[config.mk]
export PLATFORM = sky130hd
export DESIGN_NAME = free_reg_release_queue_flat
export DESIGN_NICKNAME = d
export VERILOG_FILES = /design/src/rtl/free_reg_release_queue_pkg.sv /design/src/rtl/free_reg_release_queue_if.sv /design/src/rtl/free_reg_release_queue_tag_compactor4.sv /design/src/rtl/free_reg_release_queue.sv /design/src/flat_wrapper.sv
export SDC_FILE = /design/constraint.sdc
export NUM_CORES = 1
export LEC_CHECK = 0
export CAP_MARGIN = 20
export CORE_UTILIZATION = 24
export CTS_CLUSTER_DIAMETER = 50
export CTS_CLUSTER_SIZE = 30
export DETAILED_ROUTE_END_ITERATION = 10
export PLACE_DENSITY = 0.43
export SYNTH_ARGS = -nofsm -noshare
export SYNTH_HDL_FRONTEND = slang
export SYNTH_SLANG_ARGS = --single-unit
[constraint.sdc]
create_clock -name clk -period 4.2 [get_ports clk]
set_input_delay 0.84 -clock clk [delete_from_list [all_inputs] [get_ports clk]]
set_output_delay 0.84 -clock clk [all_outputs]
set_load 0.05 [all_outputs]
[src/rtl/free_reg_release_queue_pkg.sv]
// rtl/free_reg_release_queue_pkg.sv - shared tag/lane types and mask helpers for the free list slice
package free_reg_release_queue_pkg;

  localparam int N_PHYS_REGS = 64;
  localparam int TAG_WIDTH   = $clog2(N_PHYS_REGS);
  localparam int WIDTH       = 4;

  typedef logic [TAG_WIDTH-1:0] tag_t;
  typedef logic [0:WIDTH-1]     lane_mask_t;

  function automatic logic [2:0] popcount4(input lane_mask_t m);
    return {2'b00, m[0]} + {2'b00, m[1]} + {2'b00, m[2]} + {2'b00, m[3]};
  endfunction

  // Lanes 0..n-1 set, bit 0 first.
  function automatic lane_mask_t contiguous_mask(input logic [2:0] n);
    lane_mask_t r;
    r = '0;
    for (int i = 0; i < WIDTH; i++) begin
      if (3'(i) < n) r[i] = 1'b1;
    end
    return r;
  endfunction

endpackage

[src/rtl/free_reg_release_queue_if.sv]
// rtl/free_reg_release_queue_if.sv - commit-side and free-list put-side signals of the release queue
interface free_reg_release_queue_if
  import free_reg_release_queue_pkg::*;
#(
  parameter int DEPTH = 16
);

  logic                     commitEn;
  lane_mask_t               commitHasDest;
  tag_t                     commitTag0;
  tag_t                     commitTag1;
  tag_t                     commitTag2;
  tag_t                     commitTag3;
  logic                     hold;
  logic                     commitAllow;
  lane_mask_t               put;
  logic                     enablePut;
  tag_t                     writePut0;
  tag_t                     writePut1;
  tag_t                     writePut2;
  tag_t                     writePut3;
  logic [$clog2(DEPTH):0]   count;
  logic                     overflow;

  modport slave (
    input  commitEn, commitHasDest, commitTag0, commitTag1, commitTag2, commitTag3, hold,
    output commitAllow, put, enablePut, writePut0, writePut1, writePut2, writePut3,
           count, overflow
  );

  modport master (
    output commitEn, commitHasDest, commitTag0, commitTag1, commitTag2, commitTag3, hold,
    input  commitAllow, put, enablePut, writePut0, writePut1, writePut2, writePut3,
           count, overflow
  );

endinterface

[src/rtl/free_reg_release_queue_tag_compactor4.sv]
// rtl/free_reg_release_queue_tag_compactor4.sv - packs the released tags of a commit group, lane order kept
module tag_compactor4
  import free_reg_release_queue_pkg::*;
(
  input  lane_mask_t mask,
  input  tag_t       tagsIn  [WIDTH],
  output logic [2:0] nIn,
  output tag_t       tagsOut [WIDTH]
);

  logic [2:0] slot;

  assign nIn = popcount4(mask);

  always_comb begin
    tagsOut = '{default: '0};
    slot    = '0;
    for (int i = 0; i < WIDTH; i++) begin
      if (mask[i]) begin
        tagsOut[slot[1:0]] = tagsIn[i];
        slot               = slot + 3'd1;
      end
    end
  end

endmodule

[src/rtl/free_reg_release_queue.sv]
// rtl/free_reg_release_queue.sv - buffers released tags at commit and drains compacted groups to the free list
module free_reg_release_queue
  import free_reg_release_queue_pkg::*;
#(
  parameter int DEPTH = 16
)(
  input logic                      clk,
  input logic                      reset,
  free_reg_release_queue_if.slave  q
);

  localparam int PTR_W = $clog2(DEPTH);
  localparam int CNT_W = PTR_W + 1;

  tag_t             mem [DEPTH];
  logic [PTR_W-1:0] head;
  logic [PTR_W-1:0] tail;
  logic [CNT_W-1:0] count;
  logic             overflow;

  tag_t             inTags     [WIDTH];
  tag_t             packedTags [WIDTH];
  tag_t             outTags    [WIDTH];
  logic [2:0]       nIn;
  logic [CNT_W-1:0] freeSlots;
  logic [CNT_W-1:0] nWr;
  logic [CNT_W-1:0] nOut;
  logic             allow;
  logic             drain;

  assign inTags[0] = q.commitTag0;
  assign inTags[1] = q.commitTag1;
  assign inTags[2] = q.commitTag2;
  assign inTags[3] = q.commitTag3;

  tag_compactor4 u_compactor (
    .mask    (q.commitHasDest),
    .tagsIn  (inTags),
    .nIn     (nIn),
    .tagsOut (packedTags)
  );

  // Free space is taken from the registered count, so slots drained this cycle are not reused.
  always_comb begin
    freeSlots = CNT_W'(DEPTH) - count;
    allow     = freeSlots >= CNT_W'(WIDTH);
    nWr       = '0;
    if (q.commitEn) begin
      nWr = (CNT_W'(nIn) > freeSlots) ? freeSlots : CNT_W'(nIn);
    end
    nOut  = (count > CNT_W'(WIDTH)) ? CNT_W'(WIDTH) : count;
    drain = (count != '0) && !q.hold;
  end

  always_comb begin
    for (int k = 0; k < WIDTH; k++) begin
      outTags[k] = (CNT_W'(k) < nOut) ? mem[head + PTR_W'(k)] : '0;
    end
  end

  always_ff @(posedge clk) begin
    for (int k = 0; k < WIDTH; k++) begin
      if (CNT_W'(k) < nWr) mem[tail + PTR_W'(k)] <= packedTags[k];
    end
  end

  always_ff @(posedge clk or negedge reset) begin
    if (!reset) begin
      head     <= '0;
      tail     <= '0;
      count    <= '0;
      overflow <= 1'b0;
    end else begin
      tail  <= tail + nWr[PTR_W-1:0];
      count <= count + nWr - (drain ? nOut : '0);
      if (drain) head <= head + nOut[PTR_W-1:0];
      if (q.commitEn && !allow) overflow <= 1'b1;
    end
  end

  assign q.commitAllow = allow;
  assign q.put         = contiguous_mask(nOut[2:0]);
  assign q.enablePut   = drain;
  assign q.writePut0   = outTags[0];
  assign q.writePut1   = outTags[1];
  assign q.writePut2   = outTags[2];
  assign q.writePut3   = outTags[3];
  assign q.count       = count;
  assign q.overflow    = overflow;

endmodule

[src/flat_wrapper.sv]
// flat-port wrapper written by rule: the top's interface ports become plain ports
module free_reg_release_queue_flat import free_reg_release_queue_pkg::*;
#(
  parameter int DEPTH = 16
)
  (clk, reset, q_commitEn, q_commitHasDest, q_commitTag0, q_commitTag1, q_commitTag2, q_commitTag3, q_hold, q_commitAllow, q_put, q_enablePut, q_writePut0, q_writePut1, q_writePut2, q_writePut3, q_count, q_overflow);
  free_reg_release_queue_if #(.DEPTH(DEPTH)) q_i ();
  input logic clk;
  input logic reset;
  input wire logic [$bits(q_i.commitEn)-1:0] q_commitEn;
  input wire logic [$bits(q_i.commitHasDest)-1:0] q_commitHasDest;
  input wire logic [$bits(q_i.commitTag0)-1:0] q_commitTag0;
  input wire logic [$bits(q_i.commitTag1)-1:0] q_commitTag1;
  input wire logic [$bits(q_i.commitTag2)-1:0] q_commitTag2;
  input wire logic [$bits(q_i.commitTag3)-1:0] q_commitTag3;
  input wire logic [$bits(q_i.hold)-1:0] q_hold;
  output wire logic [$bits(q_i.commitAllow)-1:0] q_commitAllow;
  output wire logic [$bits(q_i.put)-1:0] q_put;
  output wire logic [$bits(q_i.enablePut)-1:0] q_enablePut;
  output wire logic [$bits(q_i.writePut0)-1:0] q_writePut0;
  output wire logic [$bits(q_i.writePut1)-1:0] q_writePut1;
  output wire logic [$bits(q_i.writePut2)-1:0] q_writePut2;
  output wire logic [$bits(q_i.writePut3)-1:0] q_writePut3;
  output wire logic [$bits(q_i.count)-1:0] q_count;
  output wire logic [$bits(q_i.overflow)-1:0] q_overflow;
  assign q_i.commitEn = q_commitEn;
  assign q_i.commitHasDest = q_commitHasDest;
  assign q_i.commitTag0 = q_commitTag0;
  assign q_i.commitTag1 = q_commitTag1;
  assign q_i.commitTag2 = q_commitTag2;
  assign q_i.commitTag3 = q_commitTag3;
  assign q_i.hold = q_hold;
  assign q_commitAllow = q_i.commitAllow;
  assign q_put = q_i.put;
  assign q_enablePut = q_i.enablePut;
  assign q_writePut0 = q_i.writePut0;
  assign q_writePut1 = q_i.writePut1;
  assign q_writePut2 = q_i.writePut2;
  assign q_writePut3 = q_i.writePut3;
  assign q_count = q_i.count;
  assign q_overflow = q_i.overflow;
  free_reg_release_queue #(.DEPTH(DEPTH)) u_core (.clk(clk), .reset(reset), .q(q_i));
endmodule
==> run metrics, run 1 <==
status=finished, final reports clean; crit path launch type=input pin; arrival time at the worst endpoint=4.21 ns; cell area power density=824.2 mW/mm2; Syn. warnings=0; reported max-cap violation count=0; Die Height=226.4 um; Setup Skew=0.01833 ns; post-synthesis cell type count=91; final total power=12.89 mW; clock slew at reported path FFs=0.09 ns; Placement Rows=81; Reg2Reg Setup Slack=0.56 ns; gr ovfl total=0; Longest Clk Path Bufs=2; fin crit share=97.33%; initial core utilization=24.49%; Synth Instances=1061; clk root buf=clkbuf_16; Synth Flop Type=edfxtp_1; reg-to-reg critical path startpoint=u_core.q.count[1]; Clock H-tree levels=3; worst-margin pin slew=1.000 ns; CTS tree=done; Leak=5.803 nW; port buffer count=67; antenna violations before repair=0; routability cong.=0.8581; vias in the first global route=10411; Max VDD drop=0.4603 mV; Total GRT Usage=19.77%; Seq/Total Area, Yosys=26.75%; post-route ant nets=0; clock latency on the worst-skew pair=0.37 ns; die width=226.4 um; setup violators final=0; mean area per synthesized cell=11.39 um2; pin count of the biggest net entering global routing=92; Critical path origin=q_commitHasDest[3]; via count=10523; I/O pin total=68; Max Slew Vio Count=0; Crit Path Class=in -> reg; crit end category=register; Worst Hold Class=reg -> reg; Critical Path Fanout Max=10; Num CTS Buffers=9; Async SR Flop Fraction=12.73%; routed vias/inst=5.430; DRT iter0 DRCs=969; post-synthesis net count=1126; min cycle time layout=4.088 ns; WL final=50000 um; synthesized flop and latch total=110; die area=0.05127 mm2; fmax=244.6 MHz; Fillers=4990; Worst EP required=4.32 ns; DRC=0; Hold Path Origin=u_core.q.overflow; HPWL Detailed=39530 um; core area=0.04936 mm2; drt pass-1 iters=5; slew margin rel.=33.32%; layout cells sized above 1=39.95%; worst hold margin=0.5083 ns; Ant. Diodes=0; global-route wire length before repair=73050 um; area grow syn2layout=29.40%; drt wl/cell=25.80 um; clk sinks=110; Cell Area, Synth=0.01209 mm2; Fin. Hold Viols=0; nets@finish=1334; Post-synth EDFFs=96
-- power breakdown --
part / total [mW] / internal (mW) / switching, mW / leakage [nW]
sequential: 1.97 / 1.60 / 0.371 / 1.04
combinational: 9.99 / 4.23 / 5.76 / 4.61
clock: 0.932 / 0.489 / 0.443 / 0.148
total: 12.9 / 6.32 / 6.57 / 5.80
-- critical path: stages --
cell and delay (ns):
clkbuf_4 0.15, inv_8 0.03, ha_4 0.26, inv_4 0.04, fa_2 0.37, inv_2 0.07
ha_4 0.21, ha_4 0.27, nor2b_4 0.16, nor3_4 0.07, buf_4 0.16, o31a_1 0.31
buf_12 0.16, or2_1 0.31, nor2_1 0.41, a221oi_1 0.19, buf_4 0.18
-- metrics by stage --
step / worst slack [ns] / cell area [um2] / cells / TNS [ns] / utilization (%)
after global routing: -0.007162 / 15640 / 1938 / -0.007162 / 31.69
final: 0.1122 / 15640 / 1938 / 0 / 31.69
after detailed placement: -0.8220 / 15290 / 1921 / -131.32 / 30.98
after floorplan: -0.3859 / 12380 / 1061 / -4.111 / -
after CTS: 0.01000 / 15610 / 1937 / 0 / 31.63
after global placement: -0.7812 / 15290 / 1921 / -127.13 / 30.98
-- placed cells by master (no fill, tap or decap), drive strengths merged, types with 15 or more instances in the layout --
cell / n
nor2: 38
edfxtp: 96
mux2i: 101
a22oi: 22
and3: 20
nor2b: 34
mux4: 108
o21ai: 22
a21oi: 30
inv: 47
mux2: 44
clkdlybuf4s50: 34
a22o: 25
ha: 26
a21o: 22
nand2: 65
a211oi: 28
o221ai: 28
nand3: 20
a221o: 15
buf: 246
nor3: 16
-- state kept, by name, summed over array words and instances, names as in the netlist --
register / flops
u_core.q.count: 5
u_core.tail: 4
u_core.q.overflow: 1
u_core.mem: 96
u_core.head: 4
-- final cells by class --
cell class	instances	area, um2	share of cell area, %
inverters	44	187.7	1.200
multi-input cells	821	8586	54.89
flip-flops and latches	110	3238	20.70
clock inverters	6	73.82	0.4720
well taps	664	830.8	5.312
repair buffers	283	2486	15.89
clock buffers	10	239.0	1.528
-- synth_stat cells, types with 4 or more instances --
library cell / n / share of area [%]
a31oi_1: 4 / 0.21
mux2i_2: 6 / 0.68
a221oi_1: 13 / 0.94
o22ai_1: 12 / 0.62
and2_1: 7 / 0.36
fa_1: 7 / 1.2
a211oi_1: 26 / 1.6
mux2i_1: 91 / 7.5
inv_1: 43 / 1.3
nor3_1: 9 / 0.37
ha_1: 26 / 2.7
a221o_1: 15 / 1.2
xor2_1: 8 / 0.58
nand4_1: 5 / 0.26
a21oi_2: 5 / 0.36
o21ai_1: 5 / 0.21
a22o_1: 25 / 1.8
buf_2: 15 / 0.62
edfxtp_1: 96 / 24
mux4_2: 108 / 20
dfrtp_1: 14 / 2.9
nand2_1: 64 / 2.0
a21oi_1: 25 / 1.0
a311oi_1: 7 / 0.51
clkbuf_1: 53 / 1.6
o31ai_1: 6 / 0.37
xnor2_1: 9 / 0.65
buf_1: 8 / 0.25
o211ai_1: 14 / 0.87
a22oi_1: 21 / 1.3
nand3_1: 19 / 0.79
mux2i_4: 4 / 0.75
nor3_2: 6 / 0.50
nor2b_1: 33 / 1.7
mux2_2: 38 / 3.5
buf_6: 7 / 0.65
a21o_1: 22 / 1.4
o221ai_1: 28 / 2.0
nor2_1: 38 / 1.2
and3_1: 20 / 1.0
o21ai_0: 16 / 0.66
mux2_1: 6 / 0.56
-- repair_timing --
action | 4_1_cts | 5_1_grt
endpoints found under the hold margin | 0 | 0
gates resized for setup | 11 | 10
buffers inserted | 0 | 1
pin swaps | 0 | 2
endpoints found under the setup margin | 197 | 83
hold buffers | 0 | 0
-- per-layer routing --
metal	vias up	GRT usage (%)	wire length, um
met5	-	0	0
met3	84	2.333	3085
met1	5243	28.21	23070
met2	457	30.25	22030
met4	0	7.847	1807
li1	4739	-	-
-- kinds of logic (layout without fill, tap and decap cells) --
family | Yosys count | after routing | synth area share, %
AOI/OAI and AO/OA | 282 | 282 | 18.95
xor gates and xnor gates | 18 | 18 | 1.366
adders and majority gates | 33 | 33 | 3.850
buffers and inverters | 130 | 343 | 4.699
DFF | 110 | 110 | 26.75
muxes | 253 | 253 | 33.18
other | 2 | 2 | 0.06213
and+or+nand+nor | 233 | 233 | 11.14
-- worst paths after layout --
| check | to | cells after the start |
|---|---|---|
| max | u_core.mem[10][2] | 17 |
| min | u_core.q.overflow | 1 |
| max reg2reg | u_core.mem[10][2] | 14 |
| min reg2reg | u_core.q.overflow | 1 |
| max in group asynchronous | u_core.head[0] | 1 |
| min in group asynchronous | u_core.q.count[2] | 1 |
Note: power is estimated with default switching activity, not from simulation.
==> run 2: changes to the inputs <==
Settings changed: ABC_CLOCK_PERIOD_IN_PS set to 4200, RECOVER_POWER set to 25.
==> run 2 against run 1 <==
  * Utilization about the same
  * First-iteration DRC count grew 6.3%
  * Worst setup slack worse by 0.016 ns
  * Cell count stayed put
==> run metrics, run 2 (synthesized netlist as in run 1, its figures left out) <==
status=finished, final reports clean; HPWL Detailed=39530 um (unchanged); cell area power density=822.9 mW/mm2 (-0.15%); slew margin rel.=33.65% (+0.33 points); hold_buf cts=0 (unchanged); routed vias/inst=5.430 (unchanged); Worst EP required=4.44 ns (+0.12 ns); gr ovfl total=0 (unchanged); Total GRT Usage=19.77% (unchanged); drt wl/cell=25.74 um (-0.23%); clock latency on the worst-skew pair=0.37 ns (about the same); Worst Hold Class=reg -> reg; initial core utilization=24.49% (unchanged); CTS tree=done; Ant. Diodes=0 (unchanged); routability cong.=0.8581 (unchanged); fmax=243.7 MHz (-0.38%); Regs by FF count=u_core.mem x96, u_core.q.count x5; commonest non-fill, non-tap cells in the layout=buf_4 (223), mux4_2 (108), edfxtp_1 (96); Setup Skew=0.01870 ns (+0.0003694 ns); setup TNS=0 ns (unchanged); Max VDD drop=0.4615 mV (+0.28%); setup violators final=0 (unchanged); Largest Register=u_core.mem; Layout Cells excl Fill=1938 (unchanged); DRT iter0 DRCs=1030 (+6.3%); global-route wire length before repair=73050 um (unchanged); Die Height=226.4 um (unchanged); arrival time at the worst endpoint=4.34 ns (+0.13 ns); design area=0.01563 mm2 (about the same); Placed Cells=1921 (unchanged); reported max-cap violation count=0 (unchanged); Fin. Hold Viols=0 (unchanged); final total power=12.86 mW (-0.21%); pin count of the biggest net entering global routing=92 (unchanged); Crit Path Class=in -> reg; Max Slew Vio Count=0 (unchanged); crit end category=register; commonest non-fill, non-tap cell in the layout=buf_4; area grow syn2layout=29.32% (about the same); clock slew at reported path FFs=0.09 ns (about the same); min cycle time layout=4.104 ns (+0.01580 ns); WL final=49890 um (-0.23%); Placement Rows=81 (unchanged); Num CTS Buffers=9 (unchanged); layout cells sized above 1=39.64% (-0.31 points); Critical Path Fanout Max=11 (+1); Leak=5.794 nW (-0.15%); nets@finish=1334 (unchanged); Largest register FFs=96 (unchanged); Reg2Reg Setup Slack=0.56 ns (about the same); I/O pin total=68 (unchanged); drt pass-1 iters=5 (unchanged); die width=226.4 um (unchanged); via count=10523 (unchanged); fin crit share=97.71% (+0.38 points); Longest Clk Path Bufs=2 (unchanged); Post-DP Area=0.01529 mm2 (unchanged); port buffer count=67 (unchanged); Util after Layout=31.67% (about the same); DRC=0 (unchanged); post-route ant nets=0 (unchanged); clk sinks=110 (unchanged); vias in the first global route=10411 (unchanged); Clock H-tree levels=3 (unchanged); clk root buf=clkbuf_16; worst-margin pin slew=0.9953 ns (-0.004996 ns); die area=0.05127 mm2 (unchanged); Fillers=4990 (unchanged); antenna violations before repair=0 (unchanged); core area=0.04936 mm2 (unchanged); crit path launch type=input pin
## run 2: cell count changes in the layout (fill, tap and decap cells not counted)
| cell | previous run | this run |
|---|---|---|
| clkdlybuf4s50_1 | 34 | 26 |
| dlygate4sd3_1 | 0 | 8 |
| buf_4 | 224 | 223 |
| clkbuf_1 | 0 | 1 |
| mux2_1 | 6 | 7 |
| mux2_2 | 38 | 37 |
| nor3_1 | 8 | 9 |
| nor3_2 | 5 | 4 |
| or2_0 | 0 | 1 |
| or2_2 | 2 | 1 |
## run 2: worst max-delay path: stages
cell,delay (ns)
clkbuf_4,0.15
inv_8,0.03
ha_4,0.26
inv_4,0.04
fa_2,0.37
inv_2,0.07
ha_4,0.21
ha_4,0.27
nor2b_4,0.16
nor3_4,0.07
nor3_4,0.29
buf_6,0.25
mux2i_2,0.22
buf_4,0.16
mux2_2,0.34
a221oi_1,0.38
buf_4,0.20
## run 2: area by class of cell
class | instances | area (um2) | share of cell area (%)
repair buffers | 283 | 2482 | 15.88
inverters | 44 | 187.7 | 1.201
multi-input cells | 821 | 8581 | 54.89
flip-flops and latches | 110 | 3238 | 20.71
clock inverters | 6 | 73.82 | 0.4722
well taps | 664 | 830.8 | 5.315
clock buffers | 10 | 239.0 | 1.529
## run 2: metrics by stage
step           hold WS [ns]  worst slack (ns)
2_1_floorplan        0.4956           -0.3859
3_3_place_gp         0.5103           -0.7812
3_5_place_dp         0.5127           -0.8220
4_1_cts              0.5330           0.01000
5_1_grt              0.5335         -0.007210
6_report             0.5065           0.09635
## run 2: what timing repair did
| action | 4_1_cts | 5_1_grt |
|---|---|---|
| gates cloned | 0 | 0 |
| pin swaps | 0 | 2 |
| setup buffers | 0 | 1 |
| endpoints found under the setup margin | 197 | 83 |
| gates resized for setup | 11 | 10 |
## run 2: worst paths after layout
kind / from / to / cells after the start
hold reg to reg: u_core.q.overflow / u_core.q.overflow / 1
max in group asynchronous: reset / u_core.head[0] / 1
hold / removal: u_core.q.overflow / u_core.q.overflow / 1
setup / recovery: q_commitHasDest[3] / u_core.mem[11][3] / 17
min in group asynchronous: reset / u_core.q.count[2] / 1
setup reg to reg: u_core.q.count[1] / u_core.mem[11][3] / 14
## run 2: report_power, final
group | internal [mW] | switching, mW | leakage, nW
Combinational | 4.21 | 5.76 | 4.61
Clock | 0.489 | 0.445 | 0.148
Sequential | 1.60 | 0.364 | 1.04
Total | 6.30 | 6.56 | 5.79
## run 2: routing by layer
metal	wire length (um)	GRT usage [%]
met1	23120	28.21
met2	22080	30.25
met3	2905	2.333
met4	1773	7.847
met5	0	0
